<file path="src/rtl/io_port_unit.sv">
`default_nettype none
// ============================================================================
// Module   : io_port_unit
// Purpose  : dmem-bus I/O slave with a millisecond timer and a keyboard FIFO.
// Revision : 1.0 - initial release
// ============================================================================
module io_port_unit #(
    parameter int CLK_PER_MS = 50000,
    parameter int FIFO_DEPTH = 16
) (
    input  logic        clk,
    input  logic        rst,
    input  logic        dmem_read_in,
    input  logic        dmem_write_in,
    input  logic [29:0] dmem_addr,
    input  logic [31:0] data_reg,
    input  logic [3:0]  dc_byte_w_en,
    input  logic        mem_stall,
    input  logic        kbd_valid,
    input  logic [7:0]  kbd_data,
    output logic        io_hit,
    output logic [31:0] io_data_out,
    output logic        kbd_irq
);

    localparam int                 c_pre_w      = (CLK_PER_MS > 1) ? $clog2(CLK_PER_MS) : 1;
    localparam int                 c_ptr_w      = $clog2(FIFO_DEPTH);
    localparam int                 c_cnt_w      = c_ptr_w + 1;
    localparam logic [29:0]        c_timer_addr = 30'h1000;
    localparam logic [29:0]        c_kbd_addr   = 30'h1004;
    localparam logic [c_pre_w-1:0] c_pre_last   = c_pre_w'(CLK_PER_MS - 1);
    localparam logic [c_cnt_w-1:0] c_cnt_full   = c_cnt_w'(FIFO_DEPTH);

    // ---------------------------------------------------------------- decode
    logic w_hit_timer;
    logic w_hit_kbd;
    logic w_acc;
    logic w_timer_wr;
    logic w_kbd_rd;
    logic w_kbd_wr;

    assign w_hit_timer = (dmem_addr == c_timer_addr);
    assign w_hit_kbd   = (dmem_addr == c_kbd_addr);
    assign w_acc       = ~mem_stall;
    assign w_timer_wr  = dmem_write_in & w_hit_timer & w_acc;
    assign w_kbd_rd    = dmem_read_in  & w_hit_kbd   & w_acc;
    assign w_kbd_wr    = dmem_write_in & w_hit_kbd   & w_acc;

    // ----------------------------------------------------------------- timer
    logic [31:0]        r_ms_count_q;
    logic [31:0]        w_ms_count_d;
    logic [c_pre_w-1:0] r_prescaler_q;
    logic [c_pre_w-1:0] w_prescaler_d;
    logic               w_tick;

    assign w_tick = (r_prescaler_q == c_pre_last);

    // A CPU write restarts the current millisecond and swallows any tick.
    always_comb begin
        w_ms_count_d  = r_ms_count_q;
        w_prescaler_d = r_prescaler_q + c_pre_w'(1);
        if (w_timer_wr) begin
            w_prescaler_d = '0;
            for (int i = 0; i < 4; i++) begin
                if (dc_byte_w_en[i]) begin
                    w_ms_count_d[8*i +: 8] = data_reg[8*i +: 8];
                end
            end
        end else if (w_tick) begin
            w_prescaler_d = '0;
            w_ms_count_d  = r_ms_count_q + 32'd1;
        end
    end

    // ------------------------------------------------------------------ fifo
    logic [7:0]         r_fifo_mem_q [FIFO_DEPTH];
    logic [c_ptr_w-1:0] r_rd_ptr_q;
    logic [c_ptr_w-1:0] w_rd_ptr_d;
    logic [c_ptr_w-1:0] r_wr_ptr_q;
    logic [c_ptr_w-1:0] w_wr_ptr_d;
    logic [c_cnt_w-1:0] r_count_q;
    logic [c_cnt_w-1:0] w_count_d;
    logic               r_overflow_q;
    logic               w_overflow_d;
    logic               r_kbd_irq_q;
    logic               w_kbd_irq_d;
    logic               w_empty;
    logic               w_full;
    logic               w_pop;
    logic               w_push_ok;
    logic               w_drop;
    logic               w_mem_we;
    logic [7:0]         w_head;

    assign w_empty   = (r_count_q == '0);
    assign w_full    = (r_count_q == c_cnt_full);
    assign w_pop     = w_kbd_rd & ~w_empty;
    // A full FIFO still accepts a byte when the head leaves in the same cycle.
    assign w_push_ok = kbd_valid & (~w_full | w_pop);
    assign w_drop    = kbd_valid & w_full & ~w_pop;
    assign w_mem_we  = w_push_ok & ~w_kbd_wr;

    always_comb begin
        w_rd_ptr_d   = r_rd_ptr_q;
        w_wr_ptr_d   = r_wr_ptr_q;
        w_count_d    = r_count_q;
        w_overflow_d = r_overflow_q;
        if (w_kbd_wr) begin
            w_rd_ptr_d   = '0;
            w_wr_ptr_d   = '0;
            w_count_d    = '0;
            w_overflow_d = 1'b0;
        end else begin
            if (w_pop) begin
                w_rd_ptr_d = r_rd_ptr_q + c_ptr_w'(1);
            end
            if (w_push_ok) begin
                w_wr_ptr_d = r_wr_ptr_q + c_ptr_w'(1);
            end
            w_count_d = r_count_q + c_cnt_w'(w_push_ok) - c_cnt_w'(w_pop);
            if (w_drop) begin
                w_overflow_d = 1'b1;
            end else if (w_kbd_rd) begin
                w_overflow_d = 1'b0;
            end
        end
    end

    assign w_kbd_irq_d = (w_count_d != '0);

    always_ff @(posedge clk) begin
        if (rst) begin
            r_ms_count_q  <= '0;
            r_prescaler_q <= '0;
            r_rd_ptr_q    <= '0;
            r_wr_ptr_q    <= '0;
            r_count_q     <= '0;
            r_overflow_q  <= 1'b0;
            r_kbd_irq_q   <= 1'b0;
        end else begin
            r_ms_count_q  <= w_ms_count_d;
            r_prescaler_q <= w_prescaler_d;
            r_rd_ptr_q    <= w_rd_ptr_d;
            r_wr_ptr_q    <= w_wr_ptr_d;
            r_count_q     <= w_count_d;
            r_overflow_q  <= w_overflow_d;
            r_kbd_irq_q   <= w_kbd_irq_d;
        end
    end

    // Storage needs no reset: the head is masked whenever the FIFO is empty.
    always_ff @(posedge clk) begin
        if (w_mem_we && !rst) begin
            r_fifo_mem_q[r_wr_ptr_q] <= kbd_data;
        end
    end

    // --------------------------------------------------------------- outputs
    assign w_head = w_empty ? 8'h00 : r_fifo_mem_q[r_rd_ptr_q];

    always_comb begin
        io_data_out = '0;
        if (dmem_read_in) begin
            if (w_hit_timer) begin
                io_data_out = r_ms_count_q;
            end else if (w_hit_kbd) begin
                io_data_out = {r_overflow_q, 22'b0, ~w_empty, w_head};
            end
        end
    end

    assign io_hit  = w_hit_timer | w_hit_kbd;
    assign kbd_irq = r_kbd_irq_q;

endmodule
`default_nettype wire

</file>
<file path="config.mk">
export PLATFORM = sky130hd
export DESIGN_NAME = io_port_unit
export DESIGN_NICKNAME = d
export VERILOG_FILES = /design/src/rtl/io_port_unit.sv
export SDC_FILE = /design/constraint.sdc
export NUM_CORES = 1
export LEC_CHECK = 0
export BUFFER_PORTS_ARGS = -buffer_cell sky130_fd_sc_hd__buf_2
export CORE_AREA = 2 2 153 155
export DETAILED_ROUTE_END_ITERATION = 10
export DIE_AREA = 0 0 155 157
export PLACE_DENSITY_LB_ADDON = 0.2
export SLEW_MARGIN = 25
export SYNTH_ARGS = -nofsm -noshare
export SYNTH_HDL_FRONTEND = slang
export SYNTH_SLANG_ARGS = --single-unit
</file>
<file path="constraint.sdc">
create_clock -name clk -period 7 [get_ports clk]
set_input_delay 1.4 -clock clk [delete_from_list [all_inputs] [get_ports clk]]
set_output_delay 1.4 -clock clk [all_outputs]
set_load 0.1 [all_outputs]
</file>
==> results.json <==
{
  "status": "completed",
  "dp_slack_ns": 1.585,
  "cts_buffer_depth": 2,
  "core_mm2": 0.02250,
  "seqCellArea_mm2": 0.005187,
  "grt_max_degree": 33,
  "synth_edf_count": 128,
  "holdWs_ns": 0.4496,
  "clock_tree.htree_level_count": 4,
  "r2r-start": "r_count_q[3]",
  "antenna_found_initial": 1,
  "grt_pass1_vias": 5890,
  "fin_worst_skew_ns": 0.01393,
  "final_cells": 1125,
  "drt_iter0_markers": 436,
  "period_share_pct": 72.69,
  "tightest_slew_ns": 0.9740,
  "tritoncts": "yes",
  "cts-root-buf": "clkbuf_16",
  "yosys_register_bits": 195,
  "boundaryPins": 114,
  "nets": 921,
  "num_vias": 6322,
  "cp.required_ns": 5.60,
  "netlist_area_mm2": 0.008945,
  "clk_pin_slew_ns": 0.08,
  "fill_cells": 2041,
  "syn2layout_area_growth_pct": 17.71,
  "post-dp-hpwl_um": 14900,
  "num_antenna_cells": 0,
  "placed_area_mm2": 0.009902,
  "drtAntennaViolNets": 0,
  "r2r_setup_slack_ns": 4.17,
  "hp-class": "reg2reg",
  "fmax_ghz": 0.1965,
  "rsz0062_at_grt": "false",
  "rr_worst_depth": 15,
  "die_h_um": 157,
  "layout_setup_ws_ns": 1.912,
  "syn-instance-count": 713,
  "grtUsageTotal_pct": 18.06,
  "crit_type": "in2out",
  "powerDensity_mw_per_mm2": 234.6,
  "stdcell_area_mm2": 0.01053,
  "yosys_warnings": 0,
  "async_flop_share_pct": 0,
  "routed_wl_um": 22050,
  "first_pass_iters": 4,
  "maxCapViolations": 0,
  "cts_setup_buffers": 0,
  "hold_buffers": 0,
  "die_w_um": 155,
  "cp.arrival_ns": 3.69,
  "critPathCaptureType": "primary output",
  "hold_viol": 0,
  "yosysSeqAreaShare_pct": 57.97,
  "cts_buffers": 17,
  "dieArea_mm2": 0.02434,
  "grt-ovfl-total": 0,
  "drv_slew": 0,
  "vias_per_cell": 5.620,
  "grt_first_pass_wirelength_um": 33240,
  "multiInputGateArea_mm2": 0.003601,
  "finalCriticalPeriod_ns": 5.088,
  "dp.cells": 1093,
  "leakage_nw": 3.558,
  "rows": 55,
  "hold_depth": 1,
  "initial_core_util_pct": 39.75,
  "finalSetupViolCount": 0,
  "regToRegEndpoint": "kbd_irq",
  "holdPathEnd": "r_prescaler_q[0]",
  "hp-start": "r_prescaler_q[0]",
  "final_layout_size_suffix_gt1_share_pct": 25.48,
  "cts.repair.resized": 0,
  "clock_latency_ns": 0.44,
  "setup_tns_ns": 0,
  "syn-num-nets": 807,
  "start_kind": "input port",
  "portBuffers": 113,
  "ys.flop_type": "edfxtp_1",
  "cts_sinks": 195,
  "crit_fanout": 18,
  "drc": 0,
  "wire_per_inst_um": 19.60,
  "slew_headroom_pct": 34.77,
  "place_congestion": 0.8279,
  "synth_area_per_cell_um2": 12.55,
  "ys_types": 63,
  "ir_drop_uv": 170.5
}
==> synthesized netlist by cell type (all sizes together) (3+ instances only) <==
cell | n | area (um^2)
edfxtp | 128 | 3844
dfxtp | 67 | 1341
nor2 | 53 | 198.9
nor3 | 34 | 170.2
mux4 | 32 | 720.7
nand2 | 31 | 116.4
a211oi | 30 | 230.2
nand3 | 29 | 145.1
and2 | 24 | 150.1
clkbuf | 24 | 90.09
inv | 21 | 78.83
a21oi | 19 | 95.09
nand4 | 16 | 100.1
o21ai | 15 | 75.07
xnor2 | 14 | 122.6
and3 | 13 | 81.33
ha | 13 | 162.7
nor4 | 13 | 81.33
buf | 12 | 61.31
mux2i | 12 | 120.1
o211ai | 11 | 82.58
nor2b | 10 | 62.56
xor2 | 9 | 78.83
a22o | 8 | 70.07
and4 | 8 | 70.07
a31oi | 6 | 37.54
nor3b | 6 | 45.04
nor4b | 6 | 52.55
or3 | 6 | 37.54
a311oi | 5 | 67.57
nand2b | 4 | 25.02
a311o | 3 | 40.04
a32oi | 3 | 26.28
a41oi | 3 | 26.28
==> stage by stage <==
step	utilization (%)	total power [W]
final	46.79	0.002470
after global routing	46.79	0.002564
after CTS	46.69	0.002494
after detailed placement	44.00	0.001516
after global placement	43.96	0.001517
after floorplan	-	0.001428
==> state kept, by name, summed over array words and instances (netlist names), named ones only <==
signal / flops
r_fifo_mem_q: 128
r_ms_count_q: 32
r_prescaler_q: 16
r_count_q: 5
r_rd_ptr_q: 4
r_wr_ptr_q: 4
kbd_irq: 1
r_overflow_q: 1
==> placed cells by master, fill, tap and decap left out, drive strengths merged, types with 4 or more instances in the layout <==
master,instances
nor2b,10
mux2i,12
and4,8
dfxtp,67
nor2,53
and2,24
and3,13
xnor2,14
clkbuf,17
nand3,29
nand2b,4
nand4,16
a31oi,6
inv,28
xor2,9
a21oi,19
o211ai,11
mux4,32
nand2,31
a311oi,5
clkinv,7
buf,131
o21ai,15
a211oi,30
nor4b,6
or3,6
edfxtp,128
ha,13
a22o,8
nor3,34
nor3b,6
nor4,13
==> cells by family (layout without fill, tap and decap cells) <==
kind of cell    count (synthesis)  in the layout  synth area share (%)
compound gates                121            121                 10.16
xor+xnor                       23             23                 2.252
fa+ha+maj                      14             14                 2.042
buf+inv                        57            184                 2.574
flops                         195            195                 57.97
mux                            45             45                 9.526
simple gates                  258            258                 15.48
==> report_power, final <==
group	switching, W	internal (W)
Clock	0.000496	0.000485
Combinational	0.000136	0.0000884
Sequential	0.0000151	0.00125
Total	0.000647	0.00182
==> layer usage <==
| layer | up-vias | routed length [um] | global-route usage, % |
|---|---|---|---|
| met1 | 3089 | 9696 | 23.15 |
| met3 | 32 | 1207 | 3.717 |
| met5 | - | 11 | 0 |
| li1 | 3012 | - | - |
| met2 | 187 | 10650 | 30.35 |
| met4 | 2 | 482 | 6.790 |
==> layout make-up <==
cell class,count,area share [%]
clock buffer,17,4.040
clock inverter,15,1.699
inverter,21,0.7487
multi-input combinational,461,34.20
sequential,195,49.27
tap,285,3.387
timing repair buffer,131,6.655
==> how the worst max path moves through the flow <==
stage	startpoint	to	slack (ns)	cells past startpoint
global route	dmem_addr[23]	io_data_out[7]	1.72	8
detailed placement	dmem_addr[14]	io_data_out[7]	1.58	8
floorplan	dmem_addr[19]	io_data_out[8]	1.03	5
global placement	dmem_addr[14]	io_data_out[4]	1.65	8
finish	dmem_addr[14]	io_data_out[7]	1.91	8
CTS	dmem_addr[14]	io_data_out[7]	1.57	8
==> critical path: stages <==
cell and delay, ns:
buf_2 0.10, nor4_1 0.36, and4_1 0.25, buf_4 0.25, nand2_1 0.13, nor3b_2 0.52, a22o_1 0.22, buf_2 0.42
(Power assumes the default switching activity.)
